File: config.mk
export PLATFORM = sky130hd
export DESIGN_NAME = add8_seq_ctrl_flat
export DESIGN_NICKNAME = d
export VERILOG_FILES = /design/src/rtl/add8_pkg.sv /design/src/rtl/add8_seq_ctrl_if.sv /design/src/rtl/add8_lat_cnt.sv /design/src/rtl/add8_seq_ctrl.sv /design/src/flat_wrapper.sv
export SDC_FILE = /design/constraint.sdc
export NUM_CORES = 1
export LEC_CHECK = 0
export ABC_CLOCK_PERIOD_IN_PS = 5300
export BUFFER_PORTS_ARGS = -buffer_cell sky130_fd_sc_hd__buf_4
export CORE_MARGIN = 4
export CORE_UTILIZATION = 30
export DETAILED_ROUTE_END_ITERATION = 10
export SLEW_MARGIN = 10
export SYNTH_ARGS = -nofsm -noshare
export SYNTH_HDL_FRONTEND = slang
export SYNTH_SLANG_ARGS = --single-unit
File: constraint.sdc
create_clock -name clk -period 5.3 [get_ports clk]
set_clock_uncertainty 0.1 [all_clocks]
set_input_delay 0.53 -clock clk [delete_from_list [all_inputs] [get_ports clk]]
set_output_delay 0.53 -clock clk [all_outputs]
set_load 0.01 [all_outputs]
File: src/rtl/add8_pkg.sv
// Shared constants and helpers for the byte-serial adder sequencer.
//   BYTE_W        width of one adder limb
//   ST_*          FSM state encodings
//   clog2()       ceiling log2, usable in parameter expressions
package add8_pkg;

  localparam int BYTE_W = 8;

  localparam logic [1:0] ST_IDLE = 2'd0;
  localparam logic [1:0] ST_RUN  = 2'd1;
  localparam logic [1:0] ST_DONE = 2'd2;

  function automatic int clog2(input int v);
    int r;
    r = 0;
    for (int i = 0; i < 31; i++)
      if ((1 << i) < v) r = i + 1;
    return r;
  endfunction

endpackage

File: src/rtl/add8_seq_ctrl_if.sv
// Bundle between the requester, the sequencer and the shared 8-bit adder.
//   requester side : start, a, b, cin, (sub), busy, done, sum, cout
//   adder side     : add_a, add_b, add_cin (to adder), add_s, add_cout (from adder)
// master = environment (requester + adder), slave = sequencer.
// Optional: ADD8_SEQ_SUB_EN adds the sub request bit.
interface add8_seq_ctrl_if #(parameter int NBYTES = 4);
  import add8_pkg::*;

  logic                       start;
  logic [BYTE_W*NBYTES-1:0]   a;
  logic [BYTE_W*NBYTES-1:0]   b;
  logic                       cin;
`ifdef ADD8_SEQ_SUB_EN
  logic                       sub;
`endif
  logic                       busy;
  logic                       done;
  logic [BYTE_W*NBYTES-1:0]   sum;
  logic                       cout;
  logic [BYTE_W-1:0]          add_a;
  logic [BYTE_W-1:0]          add_b;
  logic                       add_cin;
  logic [BYTE_W-1:0]          add_s;
  logic                       add_cout;

  modport master (
`ifdef ADD8_SEQ_SUB_EN
    output sub,
`endif
    output start, a, b, cin, add_s, add_cout,
    input  busy, done, sum, cout, add_a, add_b, add_cin
  );

  modport slave (
`ifdef ADD8_SEQ_SUB_EN
    input  sub,
`endif
    input  start, a, b, cin, add_s, add_cout,
    output busy, done, sum, cout, add_a, add_b, add_cin
  );

endinterface

File: src/rtl/add8_lat_cnt.sv
// Per-byte latency counter: counts 0..ADD_LAT while enabled and pulses hit
// on the cycle the count equals ADD_LAT (the adder result is valid then).
//   clk, rst_n  clock, async active-low reset
//   clr         force count to 0 (new operation accepted)
//   en          count this cycle (sequencer in RUN)
//   hit         count==ADD_LAT while enabled; counter wraps to 0
module add8_lat_cnt
  import add8_pkg::*;
#(
  parameter int ADD_LAT = 1
) (
  input  logic clk,
  input  logic rst_n,
  input  logic clr,
  input  logic en,
  output logic hit
);

  localparam int LATW = (clog2(ADD_LAT + 1) < 1) ? 1 : clog2(ADD_LAT + 1);

  logic [LATW-1:0] cnt;

  assign hit = en && (cnt == LATW'(ADD_LAT));

  always_ff @(posedge clk or negedge rst_n) begin
    if (!rst_n)         cnt <= '0;
    else if (clr || hit) cnt <= '0;
    else if (en)        cnt <= cnt + 1'b1;
  end

endmodule

File: src/rtl/add8_seq_ctrl.sv
// Byte-serial multi-precision adder sequencer. Feeds one limb per slot to an
// external registered 8-bit adder, chains carry between limbs and assembles
// {cout,sum} = a + b + cin over NBYTES limbs.
//   clk, rst_n  clock, async active-low reset
//   bus         add8_seq_ctrl_if.slave: requester handshake + adder operands
// Parameters: NBYTES limbs, ADD_LAT adder latency in edges.
// Optional: define ADD8_SEQ_SUB_EN for a-b via latched ~b and forced carry-in.
module add8_seq_ctrl
  import add8_pkg::*;
#(
  parameter int NBYTES  = 4,
  parameter int ADD_LAT = 1
) (
  input  logic           clk,
  input  logic           rst_n,
  add8_seq_ctrl_if.slave bus
);

  localparam int IDXW = (clog2(NBYTES) < 1) ? 1 : clog2(NBYTES);

  logic [1:0]                     state, nxt;
  logic [NBYTES-1:0][BYTE_W-1:0]  opa, opb, sum_q;
  logic [IDXW-1:0]                idx;
  logic                           carry, cout_q;
  logic                           hit, accept, last;

  assign accept = (state == ST_IDLE) && bus.start;
  assign last   = (idx == IDXW'(NBYTES - 1));

  add8_lat_cnt #(.ADD_LAT(ADD_LAT)) u_lat (
    .clk   (clk),
    .rst_n (rst_n),
    .clr   (accept),
    .en    (state == ST_RUN),
    .hit   (hit)
  );

  // state register
  always_ff @(posedge clk or negedge rst_n) begin
    if (!rst_n) state <= ST_IDLE;
    else        state <= nxt;
  end

  // next state; start is only looked at in IDLE
  always_comb begin
    nxt = state;
    unique case (state)
      ST_IDLE: if (bus.start)   nxt = ST_RUN;
      ST_RUN:  if (hit && last) nxt = ST_DONE;
      ST_DONE:                  nxt = ST_IDLE;
      default:                  nxt = ST_IDLE;
    endcase
  end

  // outputs; adder operands are held for the whole slot since idx/carry only
  // move on the capture edge
  always_comb begin
    bus.busy    = (state == ST_RUN);
    bus.done    = (state == ST_DONE);
    bus.add_a   = '0;
    bus.add_b   = '0;
    bus.add_cin = 1'b0;
    if (state == ST_RUN) begin
      bus.add_a   = opa[idx];
      bus.add_b   = opb[idx];
      bus.add_cin = carry;
    end
  end

  assign bus.sum  = sum_q;
  assign bus.cout = cout_q;

  // operand latch, limb capture and carry chain
  always_ff @(posedge clk or negedge rst_n) begin
    if (!rst_n) begin
      opa    <= '0;
      opb    <= '0;
      sum_q  <= '0;
      idx    <= '0;
      carry  <= 1'b0;
      cout_q <= 1'b0;
    end else if (accept) begin
      opa <= bus.a;
      idx <= '0;
`ifdef ADD8_SEQ_SUB_EN
      // a - b = a + ~b + 1; cout=1 means no borrow
      opb   <= bus.sub ? ~bus.b : bus.b;
      carry <= bus.sub ? 1'b1   : bus.cin;
`else
      opb   <= bus.b;
      carry <= bus.cin;
`endif
    end else if ((state == ST_RUN) && hit) begin
      sum_q[idx] <= bus.add_s;
      carry      <= bus.add_cout;
      if (last) begin
        cout_q <= bus.add_cout;
        idx    <= '0;
      end else begin
        idx <= idx + 1'b1;
      end
    end
  end

endmodule

File: src/flat_wrapper.sv
// flat-port wrapper written by rule: the top's interface ports become plain ports
module add8_seq_ctrl_flat import add8_pkg::*;
#(
  parameter int NBYTES  = 4,
  parameter int ADD_LAT = 1
)
  (clk, rst_n, bus_start, bus_a, bus_b, bus_cin, bus_add_s, bus_add_cout, bus_busy, bus_done, bus_sum, bus_cout, bus_add_a, bus_add_b, bus_add_cin);
  add8_seq_ctrl_if #(.NBYTES(NBYTES)) bus_i ();
  input  logic clk;
  input  logic rst_n;
  input wire logic [$bits(bus_i.start)-1:0] bus_start;
  input wire logic [$bits(bus_i.a)-1:0] bus_a;
  input wire logic [$bits(bus_i.b)-1:0] bus_b;
  input wire logic [$bits(bus_i.cin)-1:0] bus_cin;
  input wire logic [$bits(bus_i.add_s)-1:0] bus_add_s;
  input wire logic [$bits(bus_i.add_cout)-1:0] bus_add_cout;
  output wire logic [$bits(bus_i.busy)-1:0] bus_busy;
  output wire logic [$bits(bus_i.done)-1:0] bus_done;
  output wire logic [$bits(bus_i.sum)-1:0] bus_sum;
  output wire logic [$bits(bus_i.cout)-1:0] bus_cout;
  output wire logic [$bits(bus_i.add_a)-1:0] bus_add_a;
  output wire logic [$bits(bus_i.add_b)-1:0] bus_add_b;
  output wire logic [$bits(bus_i.add_cin)-1:0] bus_add_cin;
  assign bus_i.start = bus_start;
  assign bus_i.a = bus_a;
  assign bus_i.b = bus_b;
  assign bus_i.cin = bus_cin;
  assign bus_i.add_s = bus_add_s;
  assign bus_i.add_cout = bus_add_cout;
  assign bus_busy = bus_i.busy;
  assign bus_done = bus_i.done;
  assign bus_sum = bus_i.sum;
  assign bus_cout = bus_i.cout;
  assign bus_add_a = bus_i.add_a;
  assign bus_add_b = bus_i.add_b;
  assign bus_add_cin = bus_i.add_cin;
  add8_seq_ctrl #(.NBYTES(NBYTES), .ADD_LAT(ADD_LAT)) u_core (.clk(clk), .rst_n(rst_n), .bus(bus_i));
endmodule
==> report_table.html <==
<table>
<tr><th>Metric</th><th>Value</th></tr>
<tr><th colspan="2">Run status</th></tr>
<tr><td>Outcome</td><td>complete, no violations</td></tr>
<tr><th colspan="2">Synthesis</th></tr>
<tr><td>Total of warnings raised by yosys</td><td>0</td></tr>
<tr><td>Register area share after synthesis</td><td>58.0%</td></tr>
<tr><td>Synthesized area divided by synthesized cell count</td><td>16.3 sq um</td></tr>
<tr><td>Count of cell types in the netlist</td><td>25</td></tr>
<tr><td>Number of synthesized register bits</td><td>103</td></tr>
<tr><td>Post-synthesis instance area</td><td>4440 sq um</td></tr>
<tr><td>Net Count, Synth</td><td>roughly 350</td></tr>
<tr><td>Post-Synthesis Cells</td><td>272</td></tr>
<tr><th colspan="2">Global routing</th></tr>
<tr><td>Total routing usage reported by global routing</td><td>roughly an eighth</td></tr>
<tr><td>Maximum number of pins on one net before global-route repair</td><td>70</td></tr>
<tr><td>GRT met3 Usage</td><td>5.24%</td></tr>
<tr><td>GRT Max-Usage Layer</td><td>met2</td></tr>
<tr><td>Number of global-route vias before repair</td><td>2,911</td></tr>
<tr><td>GR Layer Usage met1</td><td>~16%</td></tr>
<tr><td>Antenna violations before repair</td><td>0</td></tr>
<tr><td>GR met2 Demand/Resource</td><td>19.3%</td></tr>
<tr><td>Leftover overflow at the end of global routing</td><td>0</td></tr>
<tr><td>Global-route wire length before repair</td><td>approximately 16,000 um</td></tr>
<tr><th colspan="2">Min path</th></tr>
<tr><td>Class of the tightest hold or removal check</td><td>primary input to asynchronous set/reset pin</td></tr>
<tr><th colspan="2">Route</th></tr>
<tr><td>Final ANT Viol Nets</td><td>0</td></tr>
<tr><td>Routed wire length</td><td>around 10,000 um</td></tr>
<tr><td>First-iteration detailed-routing DRC count</td><td>98</td></tr>
<tr><td>Per-cell via count in the routed design</td><td>around 4.6</td></tr>
<tr><td>Total via count in the routed design</td><td>2,699</td></tr>
<tr><td>Number of design rule violations left after detail routing</td><td>0</td></tr>
<tr><td>Number of search-and-repair iterations in the first detailed-routing pass</td><td>4</td></tr>
<tr><td>Routed wire per std cell</td><td>around 17 um</td></tr>
<tr><th colspan="2">STA</th></tr>
<tr><td>Final worst-path cycle share</td><td>53.3%</td></tr>
<tr><td>Worst slew margin relative to its limit</td><td>37.1%</td></tr>
<tr><td>Final number of hold-violating endpoints</td><td>0</td></tr>
<tr><td>Final worst path period need</td><td>about 2.8 ns</td></tr>
<tr><td>Slew Limit Fails</td><td>0</td></tr>
<tr><td>Smallest hold slack</td><td>0.0981 ns</td></tr>
<tr><td>Unrepaired setup endpoints after global routing</td><td>false</td></tr>
<tr><td>Setup TNS</td><td>0 ns</td></tr>
<tr><td>Max Clk Rate</td><td>roughly 350 MHz</td></tr>
<tr><td>Endpoints failing setup</td><td>0</td></tr>
<tr><td>Transition time at the pin with the least slew margin</td><td>about 0.94 ns</td></tr>
<tr><th colspan="2">Clock tree</th></tr>
<tr><td>Clock buffer count from CTS</td><td>9</td></tr>
<tr><td>Number of gates resized after CTS</td><td>0</td></tr>
<tr><td>Clock tree from TritonCTS</td><td>built</td></tr>
<tr><td>Clock tree buffer depth</td><td>2</td></tr>
<tr><td>Hold bufs inserted after CTS</td><td>0</td></tr>
<tr><td>Buffers inserted by post-CTS timing repair</td><td>0</td></tr>
<tr><td>Clock input transition at the sequential cells of the worst setup and hold paths</td><td>0.07 ns</td></tr>
<tr><td># H-tree levels</td><td>3</td></tr>
<tr><td>Sinks on Clock Net</td><td>around 100</td></tr>
<tr><td>CTS Root Buffer Type</td><td>sky130_fd_sc_hd__clkbuf_16</td></tr>
<tr><td>Clock latency on the worst-skew pair</td><td>0.35 ns</td></tr>
<tr><th colspan="2">Floorplan</th></tr>
<tr><td>Effective utilization at floorplan</td><td>between 30% and 40%</td></tr>
<tr><td>Floorplan core area</td><td>14,500 sq um</td></tr>
<tr><td>Num rows</td><td>44</td></tr>
<tr><td>Io pins</td><td>~130</td></tr>
<tr><td>Width of the die</td><td>130 um</td></tr>
<tr><td>Height of the chip</td><td>130 um</td></tr>
<tr><td>Total Die Area</td><td>between 15,000 and 20,000 sq um</td></tr>
<tr><th colspan="2">Final layout</th></tr>
<tr><td>Post-layout nets</td><td>around 480</td></tr>
<tr><td>Non-filler instance count after layout</td><td>589</td></tr>
<tr><td>Core occupancy in the finished layout</td><td>40.4%</td></tr>
<tr><td>Layout cells sized above 1</td><td>62.0%</td></tr>
<tr><td>Number of fill cells</td><td>1,395</td></tr>
<tr><td>Multi-input gate area in the final layout</td><td>1760 sq um</td></tr>
<tr><td>Signed area change from the synthesized netlist to the final layout</td><td>32.2%</td></tr>
<tr><td>Diodes inserted</td><td>0</td></tr>
<tr><td>Reg area</td><td>2580 sq um</td></tr>
<tr><th colspan="2">Power and ir drop</th></tr>
<tr><td>Worst supply voltage drop on vdd</td><td>0.242 mV</td></tr>
<tr><td>Total power density per cell area</td><td>around 620 nW/um^2</td></tr>
<tr><td>PnR Total Power</td><td>3.66 mW</td></tr>
<tr><td>Static leakage</td><td>2.65 nW</td></tr>
<tr><th colspan="2">Setup path</th></tr>
<tr><td>Critical Path Sink Type</td><td>primary output</td></tr>
<tr><td>Required time reported for the critical path endpoint</td><td>4.67 ns</td></tr>
<tr><td>CP arrival</td><td>2.20 ns</td></tr>
<tr><td>Setup crit start kind</td><td>flop</td></tr>
<tr><td>Classification of the worst setup path</td><td>flop to primary output</td></tr>
<tr><td>Origin of the critical flop-to-flop path</td><td>u_core.idx[1]</td></tr>
<tr><td>Highest fanout seen on the critical path</td><td>15</td></tr>
<tr><td>Source of the critical timing path</td><td>u_core.idx[0]</td></tr>
<tr><th colspan="2">Placed design</th></tr>
<tr><td>Number of buffer cells added on primary ports</td><td>128</td></tr>
<tr><td>Post-DP HPWL</td><td>7040 um</td></tr>
<tr><td>Routability-driven placement congestion ratio</td><td>around 0.7</td></tr>
<tr><td>Total instance count after detailed placement</td><td>~570</td></tr>
<tr><th colspan="2">Run</th></tr>
<tr><td>Max-capacitance violation count</td><td>0</td></tr>
</table>
## where the power goes
part | internal, mW | total (mW) | leakage (nW) | switching (mW)
logic | 0.957 | 1.55 | 1.28 | 0.593
clock network | 0.373 | 0.688 | 0.152 | 0.315
registers | 1.19 | 1.42 | 1.22 | 0.236
total | 2.52 | 3.66 | 2.65 | 1.14
## kinds of logic (layout without fill, tap and decap cells)
group,count (synthesis),count (layout),synth area share (%)
xor gates and xnor gates,1,1,0.197
muxes,113,113,33.0
and+or+nand+nor,29,29,4.20
AOI/OAI and AO/OA,4,4,0.789
buffers and inverters,18,151,2.65
DFF,103,103,58.0
adders and majority gates,4,4,1.13
## worst max-delay path, cell delays in order, from the launching register on
cell and delay (ns):
sky130_fd_sc_hd__dfrtp_1 0.57, sky130_fd_sc_hd__buf_4 0.37, sky130_fd_sc_hd__mux4_1 0.59, sky130_fd_sc_hd__and2_1 0.17, sky130_fd_sc_hd__buf_4 0.14
## through the flow
step | area, sq um | worst slack (ns)
finish | 5870 | 2.47
global route | 5870 | 2.30
CTS | 5870 | 2.40
detailed placement | 5570 | 2.80
global placement | 5570 | 2.84
floorplan | 4440 | 3.33
## per-layer routing
layer / vias up / routed length [um]
met3: 7 / 769
met5: - / 0
met2: 76 / 5000
met4: 0 / 82
li1: 1245 / -
met1: 1371 / 4180
## placed cells by master (no fill, tap or decap), types with 2 or more instances in the layout
cell type / netlist / routed
sky130_fd_sc_hd__nand2_2: 3 / 3
sky130_fd_sc_hd__clkinv_4: 0 / 3
sky130_fd_sc_hd__ha_1: 4 / 4
sky130_fd_sc_hd__mux4_2: 12 / 12
sky130_fd_sc_hd__buf_4: 2 / 131
sky130_fd_sc_hd__a22o_1: 2 / 2
sky130_fd_sc_hd__mux2_1: 12 / 12
sky130_fd_sc_hd__clkbuf_16: 0 / 9
sky130_fd_sc_hd__inv_1: 3 / 3
sky130_fd_sc_hd__mux4_1: 4 / 4
sky130_fd_sc_hd__dfrtp_1: 103 / 103
sky130_fd_sc_hd__nor2_1: 3 / 3
sky130_fd_sc_hd__and2_1: 17 / 17
sky130_fd_sc_hd__mux2_2: 85 / 85
## flip-flops by register name, summed over array words and instances (netlist names)
signal and flops:
u_core.u_lat.cnt 1, u_core.bus.cout 1, u_core.bus.sum 32, u_core.idx 2, u_core.opa 32, u_core.opb 32
u_core.state 2, u_core.carry 1
## final timing paths
path / slack, ns / cells after the start / to
worst max register to register: 3.14 / 4 / u_core.bus.sum[5]
worst max-delay path: 2.47 / 4 / bus_add_b[7]
min in group clk: 0.30 / 2 / u_core.opb[6]
max in group asynchronous: 3.84 / 2 / u_core.bus.sum[16]
worst min-delay path: 0.1 / 1 / u_core.opa[9]
worst min register to register: 0.39 / 1 / u_core.bus.sum[29]
## Yosys cell counts, drive strengths merged
master / n / area, sq um
mux4: 16 / 375
nor3: 1 / 5.00
a21o: 1 / 7.51
a22o: 2 / 17.5
buf: 12 / 92.6
clkbuf: 2 / 7.51
mux2: 97 / 1090
xnor2: 1 / 8.76
nor2: 3 / 11.3
a221o: 1 / 10.0
nand2: 4 / 30.0
and3b: 1 / 8.76
nor3b: 1 / 12.5
inv: 4 / 17.5
and2: 17 / 106
nor2b: 2 / 12.5
dfrtp: 103 / 2580
ha: 4 / 50.1
## final cells by class
class | instances | area share (%)
clock buffers | 9 | 3.84
flip-flops and latches | 103 | 43.9
repair buffers | 131 | 16.7
multi-input cells | 151 | 29.9
clock inverters | 7 | 1.39
well taps | 184 | 3.92
inverters | 4 | 0.298
No activity file was read; power rests on OpenSTA's default activity.
